## config.mk

```make
export PLATFORM = sky130hd
export DESIGN_NAME = display_arbiter_flat
export DESIGN_NICKNAME = d
export VERILOG_FILES = /design/src/rtl/display_arbiter_pkg.sv /design/src/rtl/display_arbiter_if.sv /design/src/rtl/display_arbiter_seg_scan_counter.sv /design/src/rtl/display_arbiter.sv /design/src/flat_wrapper.sv
export SDC_FILE = /design/constraint.sdc
export NUM_CORES = 1
export LEC_CHECK = 0
export CORE_UTILIZATION = 42
export CTS_CLUSTER_DIAMETER = 120
export DETAILED_ROUTE_END_ITERATION = 16
export PLACE_DENSITY_LB_ADDON = 0.3
export SKIP_LAST_GASP = 1
export SLEW_MARGIN = 20
export SYNTH_ARGS = -nofsm -noshare
export SYNTH_HDL_FRONTEND = slang
export SYNTH_SLANG_ARGS = --single-unit
```

## constraint.sdc

```tcl
create_clock -name clk -period 2.3 [get_ports clk]
set_input_delay 0.23 -clock clk [delete_from_list [all_inputs] [get_ports clk]]
set_output_delay 0.23 -clock clk [all_outputs]
set_load 0.01 [all_outputs]
```

## src/rtl/display_arbiter_pkg.sv

```systemverilog
// Shared codes and helpers for the 4-digit display arbiter.
// Game states, display sources and the blank/idle drive patterns.
package ddr_display_pkg;

    typedef enum logic [1:0] {
        ST_INIT     = 2'd0,
        ST_PLAY     = 2'd1,
        ST_PAUSE    = 2'd2,
        ST_GAMEOVER = 2'd3
    } gameState_t;

    typedef enum logic [1:0] {
        SRC_FIELD = 2'd0,
        SRC_SCORE = 2'd1,
        SRC_COMBO = 2'd2,
        SRC_LIVES = 2'd3
    } srcSel_t;

    localparam logic [6:0] SEG_BLANK = 7'h7F;
    localparam logic [3:0] AN_OFF    = 4'hF;

    function automatic logic [6:0] digitOf(
        input logic [27:0] segs,
        input logic [1:0]  idx
    );
        return segs[int'(idx)*7 +: 7];
    endfunction

    function automatic logic [3:0] anodeOf(input logic [1:0] idx);
        return ~(4'b0001 << idx);
    endfunction

endpackage

```

## src/rtl/display_arbiter_if.sv

```systemverilog
// Producer-side bundle for the display arbiter: game inputs,
// segment sources and the registered display drive.
interface display_arbiter_if;

    logic [1:0]  state;
    logic        combo_evt;
    logic        life_evt;
    logic        blank;
    logic [27:0] field_segs;
    logic [27:0] score_segs;
    logic [27:0] combo_segs;
    logic [27:0] lives_segs;
    logic [6:0]  seg;
    logic [3:0]  an;
    logic [1:0]  src_sel;
    logic        frame_start;

    modport master (
        output state, combo_evt, life_evt, blank,
        output field_segs, score_segs, combo_segs, lives_segs,
        input  seg, an, src_sel, frame_start
    );

    modport slave (
        input  state, combo_evt, life_evt, blank,
        input  field_segs, score_segs, combo_segs, lives_segs,
        output seg, an, src_sel, frame_start
    );

endinterface

```

## src/rtl/display_arbiter_seg_scan_counter.sv

```systemverilog
// Digit scan timebase: dwell counter, digit index and frame pulse.
// frameEdge flags the cycle whose clock edge wraps idx 3->0.
module seg_scan_counter #(
    parameter int DIGIT_TICKS = 50000
) (
    input  logic       clk,
    input  logic       reset,
    output logic [1:0] idx,
    output logic       frameStart,
    output logic       frameEdge
);

    localparam int CW = $clog2(DIGIT_TICKS + 1);
    localparam logic [CW-1:0] LAST = CW'(DIGIT_TICKS - 1);

    logic [CW-1:0] cnt;
    logic          tick;

    assign tick      = (cnt == LAST);
    assign frameEdge = tick && (idx == 2'd3);

    always_ff @(posedge clk or negedge reset) begin
        if (!reset) begin
            cnt        <= '0;
            idx        <= 2'd0;
            frameStart <= 1'b0;
        end else begin
            frameStart <= frameEdge;
            if (tick) begin
                cnt <= '0;
                idx <= idx + 2'd1;
            end else begin
                cnt <= cnt + CW'(1);
            end
        end
    end

endmodule

```

## src/rtl/display_arbiter.sv

```systemverilog
// Single owner of the 7-segment display: frame-aligned source select,
// banner hold timers, GAMEOVER alternation and registered seg/an drive.
module display_arbiter
    import ddr_display_pkg::*;
#(
    parameter int DIGIT_TICKS  = 50000,
    parameter int COMBO_FRAMES = 250,
    parameter int LIFE_FRAMES  = 500,
    parameter int ALT_FRAMES   = 500
) (
    input logic              clk,
    input logic              reset,
    display_arbiter_if.slave bus
);

    localparam int CW = $clog2(COMBO_FRAMES + 1);
    localparam int LW = $clog2(LIFE_FRAMES + 1);
    localparam int AW = $clog2(ALT_FRAMES + 1);

    localparam logic [CW-1:0] COMBO_LOAD = CW'(COMBO_FRAMES);
    localparam logic [LW-1:0] LIFE_LOAD  = LW'(LIFE_FRAMES);
    localparam logic [AW-1:0] ALT_LAST   = AW'(ALT_FRAMES - 1);

    logic [1:0] idx;
    logic       frameStart;
    logic       frameEdge;

    seg_scan_counter #(
        .DIGIT_TICKS(DIGIT_TICKS)
    ) u_scan (
        .clk       (clk),
        .reset     (reset),
        .idx       (idx),
        .frameStart(frameStart),
        .frameEdge (frameEdge)
    );

    gameState_t st;
    gameState_t prevState;
    logic       entering;

    assign st       = gameState_t'(bus.state);
    assign entering = (st == ST_GAMEOVER) && (prevState != ST_GAMEOVER);

    always_ff @(posedge clk or negedge reset) begin
        if (!reset) prevState <= ST_INIT;
        else        prevState <= st;
    end

    logic [CW-1:0] comboCnt;
    logic [LW-1:0] lifeCnt;

    // Banners only load and age while playing; PAUSE freezes them.
    always_ff @(posedge clk or negedge reset) begin
        if (!reset) begin
            comboCnt <= '0;
            lifeCnt  <= '0;
        end else if (entering) begin
            comboCnt <= '0;
            lifeCnt  <= '0;
        end else if (st == ST_PLAY) begin
            if (bus.combo_evt)
                comboCnt <= COMBO_LOAD;
            else if (frameEdge && comboCnt != '0)
                comboCnt <= comboCnt - CW'(1);
            if (bus.life_evt)
                lifeCnt <= LIFE_LOAD;
            else if (frameEdge && lifeCnt != '0)
                lifeCnt <= lifeCnt - LW'(1);
        end
    end

    logic [AW-1:0] altCnt;
    logic          altPhase;
    logic [AW-1:0] altBase;
    logic          phaseBase;
    logic          altWrap;

    // On entry the alternation restarts from SCORE even mid-cycle.
    assign altBase   = entering ? '0 : altCnt;
    assign phaseBase = entering ? 1'b0 : altPhase;
    assign altWrap   = (altBase == ALT_LAST);

    always_ff @(posedge clk or negedge reset) begin
        if (!reset) begin
            altCnt   <= '0;
            altPhase <= 1'b0;
        end else if (st == ST_GAMEOVER) begin
            if (frameEdge) begin
                altCnt   <= altWrap ? '0 : altBase + AW'(1);
                altPhase <= phaseBase ^ altWrap;
            end else begin
                altCnt   <= altBase;
                altPhase <= phaseBase;
            end
        end
    end

    srcSel_t srcSel;
    srcSel_t srcNext;

    always_ff @(posedge clk or negedge reset) begin
        if (!reset) srcSel <= SRC_SCORE;
        else        srcSel <= srcNext;
    end

    always_comb begin
        srcNext = srcSel;
        if (frameEdge) begin
            unique case (st)
                ST_INIT, ST_PAUSE: srcNext = SRC_SCORE;
                ST_PLAY: begin
                    if (lifeCnt != '0)
                        srcNext = SRC_LIVES;
                    else if (comboCnt != '0)
                        srcNext = SRC_COMBO;
                    else
                        srcNext = SRC_FIELD;
                end
                ST_GAMEOVER:
                    srcNext = phaseBase ? SRC_LIVES : SRC_SCORE;
                default: srcNext = SRC_SCORE;
            endcase
        end
    end

    logic [27:0] srcSegs;

    always_comb begin
        srcSegs = bus.field_segs;
        unique case (srcSel)
            SRC_FIELD: srcSegs = bus.field_segs;
            SRC_SCORE: srcSegs = bus.score_segs;
            SRC_COMBO: srcSegs = bus.combo_segs;
            SRC_LIVES: srcSegs = bus.lives_segs;
            default:   srcSegs = bus.field_segs;
        endcase
    end

    logic [6:0] segReg;
    logic [3:0] anReg;

    always_ff @(posedge clk or negedge reset) begin
        if (!reset) begin
            segReg <= SEG_BLANK;
            anReg  <= AN_OFF;
        end else if (bus.blank) begin
            segReg <= SEG_BLANK;
            anReg  <= AN_OFF;
        end else begin
            segReg <= digitOf(srcSegs, idx);
            anReg  <= anodeOf(idx);
        end
    end

    assign bus.seg         = segReg;
    assign bus.an          = anReg;
    assign bus.src_sel     = srcSel;
    assign bus.frame_start = frameStart;

endmodule

```

## src/flat_wrapper.sv

```systemverilog
// flat-port wrapper written by rule: the top's interface ports become plain ports
module display_arbiter_flat import ddr_display_pkg::*;
#(
    parameter int DIGIT_TICKS  = 50000,
    parameter int COMBO_FRAMES = 250,
    parameter int LIFE_FRAMES  = 500,
    parameter int ALT_FRAMES   = 500
)
  (clk, reset, bus_state, bus_combo_evt, bus_life_evt, bus_blank, bus_field_segs, bus_score_segs, bus_combo_segs, bus_lives_segs, bus_seg, bus_an, bus_src_sel, bus_frame_start);
  display_arbiter_if bus_i ();
  input logic clk;
  input logic reset;
  input wire logic [$bits(bus_i.state)-1:0] bus_state;
  input wire logic [$bits(bus_i.combo_evt)-1:0] bus_combo_evt;
  input wire logic [$bits(bus_i.life_evt)-1:0] bus_life_evt;
  input wire logic [$bits(bus_i.blank)-1:0] bus_blank;
  input wire logic [$bits(bus_i.field_segs)-1:0] bus_field_segs;
  input wire logic [$bits(bus_i.score_segs)-1:0] bus_score_segs;
  input wire logic [$bits(bus_i.combo_segs)-1:0] bus_combo_segs;
  input wire logic [$bits(bus_i.lives_segs)-1:0] bus_lives_segs;
  output wire logic [$bits(bus_i.seg)-1:0] bus_seg;
  output wire logic [$bits(bus_i.an)-1:0] bus_an;
  output wire logic [$bits(bus_i.src_sel)-1:0] bus_src_sel;
  output wire logic [$bits(bus_i.frame_start)-1:0] bus_frame_start;
  assign bus_i.state = bus_state;
  assign bus_i.combo_evt = bus_combo_evt;
  assign bus_i.life_evt = bus_life_evt;
  assign bus_i.blank = bus_blank;
  assign bus_i.field_segs = bus_field_segs;
  assign bus_i.score_segs = bus_score_segs;
  assign bus_i.combo_segs = bus_combo_segs;
  assign bus_i.lives_segs = bus_lives_segs;
  assign bus_seg = bus_i.seg;
  assign bus_an = bus_i.an;
  assign bus_src_sel = bus_i.src_sel;
  assign bus_frame_start = bus_i.frame_start;
  display_arbiter #(.DIGIT_TICKS(DIGIT_TICKS), .COMBO_FRAMES(COMBO_FRAMES), .LIFE_FRAMES(LIFE_FRAMES), .ALT_FRAMES(ALT_FRAMES)) u_core (.clk(clk), .reset(reset), .bus(bus_i));
endmodule
```

# Word-level counts from Yosys, hierarchy flattened
# Cells that the tools add are included.
[classes] add_sub_neg=5 mul=1 n_eq_ne=10 shifts=2 mux=21 n_bitwise=2 reduce_logical=14
[ops] op="one-hot mux 28 bit (4 select lines)" count=1
[ops] op="2-to-1 mux 9 bit" count=7
[ops] op="2-to-1 mux 8 bit" count=4
[ops] op="variable part select 28 x 32 -> 7 bit" count=1
[ops] op="adder 16 x 1 -> 16 bit, second input constant" count=1
[ops] op="== test 16 bit, second input constant" count=1
[ops] op="2-to-1 mux 16 bit" count=1
[ops] op="== test 2 bit, second input constant" count=5
[ops] op="adder 9 x 1 -> 9 bit, second input constant" count=1
[ops] op="== test 9 bit, second input constant" count=1
[ops] op="nonzero test 9 bit" count=1
[ops] op="subtractor 9 x 1 -> 9 bit, second input constant" count=1
[ops] op="nonzero test 8 bit" count=1
[ops] op="subtractor 8 x 1 -> 8 bit, second input constant" count=1
[ops] op="2-to-1 mux 7 bit" count=1
[ops] op="2-to-1 mux 2 bit" count=3
[ops] op="one-hot mux 2 bit (3 select lines)" count=1
[ops] op="nonzero test 3 bit" count=2
[ops] op="multiplier 2 x 3 -> 5 bit, second input constant" count=1
[ops] op="== test 2 x 1 -> 1 bit, second input constant" count=2
[ops] op="logical AND 1 bit" count=4
[ops] op="zero test 2 bit" count=2
[ops] op="2-to-1 mux 4 bit" count=1
[ops] op="inverter 4 bit" count=1
[ops] op="other kinds (8)" count=10
[totals] ff_bits=61 input_bits=119 out_inout_bits=14 wordCells=66

# Depth between registers and ports, before layout
[depth] word_depth=7 depth_mapped=9 depth_no_buf=7

# Hierarchy
# A second synthesis with hierarchy kept.
[hier_totals] hier_cells=404 area_unflattened_um2=4061.4
[modules_own_cells] mod="display_arbiter" n_inst=1 cells_per_inst=326 area_per_inst_um2=3184.3 seq_area_each_um2=1066.0
[modules_own_cells] mod="seg_scan_counter" n_inst=1 cells_per_inst=78 area_per_inst_um2=877.1 seq_area_each_um2=475.5

# Worst setup path before layout
# OpenSTA, ideal clock, no wires.
[synth_timing] path_type="register to register" start="reg u_core.srcSel[0], in the netlist u_core.bus.src_sel[0]" end="reg u_core.segReg[2], in the netlist u_core.bus.seg[2]" setup_ns=0.084 arrival_ns=2.266 required_time_ns=2.216 setup_slack_ns=-0.050 stages_incl_launch_ff=6 n_path_buf=2 period_less_slack_ns=2.350 cell_sequence="dfstp_2 buf_2 buf_2 mux4_2 mux4_2 or2_2"
[synth_between] elab_chain_len=4 word_cells_on_any_way=7 cone_classes="3 x eq/ne; 1 x shift; 2 x mux; 1 x reduce/logical"
[synth_lines] element="from (decl)" line="display_arbiter.sv:99" source="srcSel_t srcSel;"
[synth_lines] element="from (signal assigned)" line="display_arbiter.sv:104" source="else srcSel <= srcNext;"
[synth_lines] element="== test 2 bit (tied with other cells)" line="display_arbiter.sv:131" source="unique case (srcSel)"
[synth_lines] element="one-hot mux 28 bit (4 select lines) (*)" line="display_arbiter.sv:131"
[synth_lines] element="variable part select 28 x 32 -> 7 bit (*)" line="display_arbiter_pkg.sv:26" source="return segs[int'(idx)*7 +: 7];"
[synth_lines] element="2-to-1 mux 7 bit (*)" line="display_arbiter.sv:147" source="end else if (bus.blank) begin"
[synth_lines] element="to (signal assigned)" line="display_arbiter.sv:151" source="segReg <= digitOf(srcSegs, idx);"
[synth_lines] element="to (decl)" line="display_arbiter.sv:140" source="logic [6:0] segReg;"
# Every way passes the cells marked *; elsewhere a longest branch is shown, timed or not.
# A chain may end at the register's enable or synchronous reset.

# Worst setup path after layout
[layout_timing] start="reg u_core.lifeCnt[2]" end="reg u_core.lifeCnt[4]"
[layout_between] elab_chain_len=5 word_cells_on_any_way=9 cone_classes="1 x add/sub; 4 x mux; 4 x reduce/logical"
[layout_lines] element="from (decl)" line="display_arbiter.sv:51" source="logic [LW-1:0] lifeCnt;"
[layout_lines] element="from (signal assigned)" line="display_arbiter.sv:69" source="lifeCnt <= lifeCnt - LW'(1);"
[layout_lines] element="subtractor 9 x 1 -> 9 bit" line="display_arbiter.sv:69"
[layout_lines] element="2-to-1 mux 9 bit" line="display_arbiter.sv:68" source="else if (frameEdge && lifeCnt != '0)"
[layout_lines] element="2-to-1 mux 9 bit" line="display_arbiter.sv:66" source="if (bus.life_evt)"
[layout_lines] element="2-to-1 mux 9 bit" line="display_arbiter.sv:61" source="end else if (st == ST_PLAY) begin"
[layout_lines] element="2-to-1 mux 9 bit" line="display_arbiter.sv:58" source="end else if (entering) begin"
# Parallel ways exist; a longest one is shown, timed or not. The select of a mux whose other input is x is not followed.

==> results.sh <==
export IMPL_maxSlewViolCount=0
export IMPL_drtIter0Drc=228
export IMPL_p_leak_nw=2.40
export IMPL_die_h_um=99.9
export IMPL_clk_latency_ns=0.34
export IMPL_max_slew_margin_rel_pct=56.1
export IMPL_synth_edf_count=0
export IMPL_dieWidth_um=99.9
export IMPL_num_fill_cells=772
export IMPL_async_reset_ff_share_pct=100
export IMPL_ir_worst_vdd_v=0.000393
export IMPL_gp_congestion=0.923
export IMPL_initial_core_util_pct=43.5
export IMPL_final_area_um2=5780
export IMPL_cts_root_buf="clkbuf_8"
export IMPL_multi_input_area_um2=2340
export IMPL_ys_seq_area_share_pct=38.3
export IMPL_final_layout_size_suffix_gt1_share_pct=14.7
export IMPL_clock_path_buffers=2
export IMPL_worstPathMaxFanout=4
export IMPL_vias_per_cell=5.58
export IMPL_setup_viol=0
export IMPL_wl_um=11600
export IMPL_ys_seq_elements=61
export IMPL_outcome="complete, no violations"
export IMPL_worstHoldPathType="input pin to flop"
export IMPL_drtPass1Iterations=4
export IMPL_final_cell_mix="clkdlybuf4s50_1 (131), dfrtp_1 (49), nor2_1 (38), nand2_1 (30)"
export IMPL_io_buffers=132
export IMPL_vias=3827
export IMPL_grt_pass1_vias=3686
export IMPL_syn_inst=414
export IMPL_place_hpwl_um=8920
export IMPL_dieArea_um2=9970
export IMPL_required_ns=2.53
export IMPL_nets=679
export IMPL_setup_tns_ns=0
export IMPL_floorplan_rows=35
export IMPL_synth_area_um2=4020
export IMPL_wl_per_cell_um=16.8
export IMPL_clock_sinks=61
export IMPL_avgSynthCellArea_um2=9.72
export IMPL_arrival_ns=2.46
export IMPL_syn_nets=541
export IMPL_clock_skew_ns=0.00783
export IMPL_period_minus_slack_ns=2.23
export IMPL_cts_buffers=9
export IMPL_grt_pass1_wl_um=18300
export IMPL_cap_violations=0
export IMPL_yosys_warnings=0
export IMPL_ios=133
export IMPL_cts_max_level=3
export IMPL_crit_chain="or4_4 -> or4_4 -> nand4_1 -> mux2_1 -> o221a_2"
export IMPL_clk_pin_slew_worst_paths_ns=0.07
export IMPL_grt_use_total_pct=23.4
export IMPL_postRouteAntennaNets=0
export IMPL_syn_to_final_growth_pct=43.7
export IMPL_worst_path_buf_inv=0
export IMPL_layout_commonest_cell="clkdlybuf4s50_1"
export IMPL_period_share_pct=97.0
export IMPL_diodes=0
export IMPL_cp_start_kind="flop"
export IMPL_antenna_found_initial=0
export IMPL_power_density_nw_per_um2=441
export IMPL_cts_tree="done"
export IMPL_ys_flop_type="dfrtp_1"
export IMPL_globalRoute_totalOverflow=0
export IMPL_crit_type="flop to flop"
export IMPL_rsz0062_at_grt="false"
export IMPL_fmax_mhz=448
export IMPL_drcViolationCount=0
export IMPL_grt_max_degree=45
export IMPL_critical_path_top_delay_family="simple AND/OR/NAND/NOR gates"
export IMPL_placed_cell_area_um2=5570
export IMPL_worst_slew_pin_slew_ns=0.658
export IMPL_register_area_um2=1540
export IMPL_cp_common_cell="or4_4"
export IMPL_slowest_delay_ns=0.56
export IMPL_core_um2=9240
export IMPL_netlist_cell_type_count=56
export IMPL_hold_viol=0
export IMPL_cp_end_kind="flop"
export IMPL_slowest_stage="or4_4"
## cell usage after synthesis (all sizes together) (2+ instances only)
| cell | instances | area share (%) |
|---|---|---|
| o211ai | 6 | 1.1 |
| a21oi | 24 | 3.0 |
| nor4 | 9 | 1.4 |
| xnor2 | 10 | 2.2 |
| mux2i | 16 | 4.0 |
| o21ai | 24 | 3.0 |
| xor2 | 7 | 1.5 |
| and2 | 5 | 0.78 |
| o32ai | 4 | 0.87 |
| o31ai | 4 | 0.75 |
| mux4 | 19 | 11 |
| dfstp | 12 | 7.8 |
| or3 | 3 | 0.50 |
| nand3 | 17 | 2.1 |
| a22oi | 3 | 0.56 |
| nor2b | 2 | 0.31 |
| ha | 8 | 2.5 |
| buf | 7 | 1.0 |
| nand2 | 30 | 2.8 |
| and4 | 5 | 1.1 |
| inv | 10 | 0.93 |
| nor2 | 38 | 3.5 |
| nand4 | 15 | 2.3 |
| and3 | 5 | 0.78 |
| nand2b | 7 | 1.1 |
| a41oi | 2 | 0.44 |
| a31oi | 4 | 0.62 |
| or2 | 3 | 0.47 |
| nor4b | 4 | 0.87 |
| nor3 | 10 | 1.2 |
| clkbuf | 18 | 1.7 |
| dfrtp | 49 | 30 |
| or4 | 3 | 0.75 |
| and4bb | 2 | 0.62 |
| a211oi | 11 | 2.1 |
| mux2 | 3 | 0.84 |
| o221a | 2 | 0.56 |
## worst reg2reg max path: cells and delay by family, from the launching register on
family | cells | cell delay, ns
AO/OA/AOI/OAI | 1 | 0.25
flip-flops | 1 | 0.38
multiplexers | 1 | 0.32
AND/OR/NAND/NOR | 3 | 1.18
## flip-flops by register name, indices dropped and copies added, names as in the netlist, 2 cells and up
name                flops
u_core.u_scan.cnt      16
u_core.altCnt           9
u_core.lifeCnt          9
u_core.comboCnt         8
u_core.bus.seg          7
u_core.bus.an           4
u_core.bus.src_sel      2
u_core.prevState        2
u_core.u_scan.idx       2
## cell families (layout without fill, tap and decap cells)
logic type | after synthesis | count (layout) | synth area share [%]
and+or+nand+nor | 161 | 161 | 21.3
buffers and inverters | 36 | 179 | 3.70
xor gates and xnor gates | 17 | 17 | 3.70
DFF | 61 | 61 | 38.3
adders and majority gates | 8 | 8 | 2.49
AOI/OAI and AO/OA | 93 | 93 | 15.0
muxes | 38 | 38 | 15.5
## layer usage
| layer | GRT usage, % | share of wire, % | vias to the layer above |
|---|---|---|---|
| li1 | - | - | 1853 |
| met1 | 29.3 | 42 | 1852 |
| met2 | 39.5 | 51 | 101 |
| met3 | 5.29 | 5.6 | 21 |
| met4 | 9.05 | 1.8 | 0 |
| met5 | 0 | 0 | - |
## through the flow
step / power [W] / instances / hold WS [ns] / worst slack [ns] / util (%)
floorplan: 0.00133 / 414 / -0.0656 / 0.000458 / -
global placement: 0.00161 / 669 / 0.293 / 0.0796 / 60.3
detailed placement: 0.00163 / 669 / 0.303 / 0.0481 / 60.3
CTS: 0.00258 / 686 / 0.406 / 0.0381 / 62.5
global route: 0.00266 / 686 / 0.426 / 0.00624 / 62.6
finish: 0.00255 / 686 / 0.420 / 0.0694 / 62.6
## cell type report
cell class              count  area share, %
flip-flops and latches     61           26.7
multi-input cells         317           40.5
inverters                  11          0.714
clock buffers              11           2.45
clock inverters             5          0.866
well taps                 129           2.79
repair buffers            152           26.1
## repair_timing
item	CTS	global route
gates resized for setup	0	1
hold buffers	1	0
setup buffers	0	0
hold endpoints to repair	27	0
setup endpoints to repair	0	2
## worst paths after layout
path / slack [ns] / startpoint / cells after the start / to
worst max-delay path: 0.07 / u_core.lifeCnt[2] / 5 / u_core.lifeCnt[4]
worst min register to register: 0.46 / u_core.u_scan.cnt[0] / 1 / u_core.u_scan.cnt[0]
worst max register to register: 0.07 / u_core.lifeCnt[2] / 5 / u_core.lifeCnt[4]
max in group asynchronous: 1.16 / reset / 3 / u_core.bus.seg[6]
min in group asynchronous: 0.46 / reset / 2 / u_core.u_scan.cnt[9]
worst min-delay path: 0.42 / bus_state[1] / 1 / u_core.prevState[1]
## power breakdown
part	internal (W)	switching, W
combinational	0.000300	0.000176
clock	0.000522	0.000414
sequential	0.00111	0.0000255
total	0.00193	0.000615
Note: power is estimated with default switching activity, not from simulation.
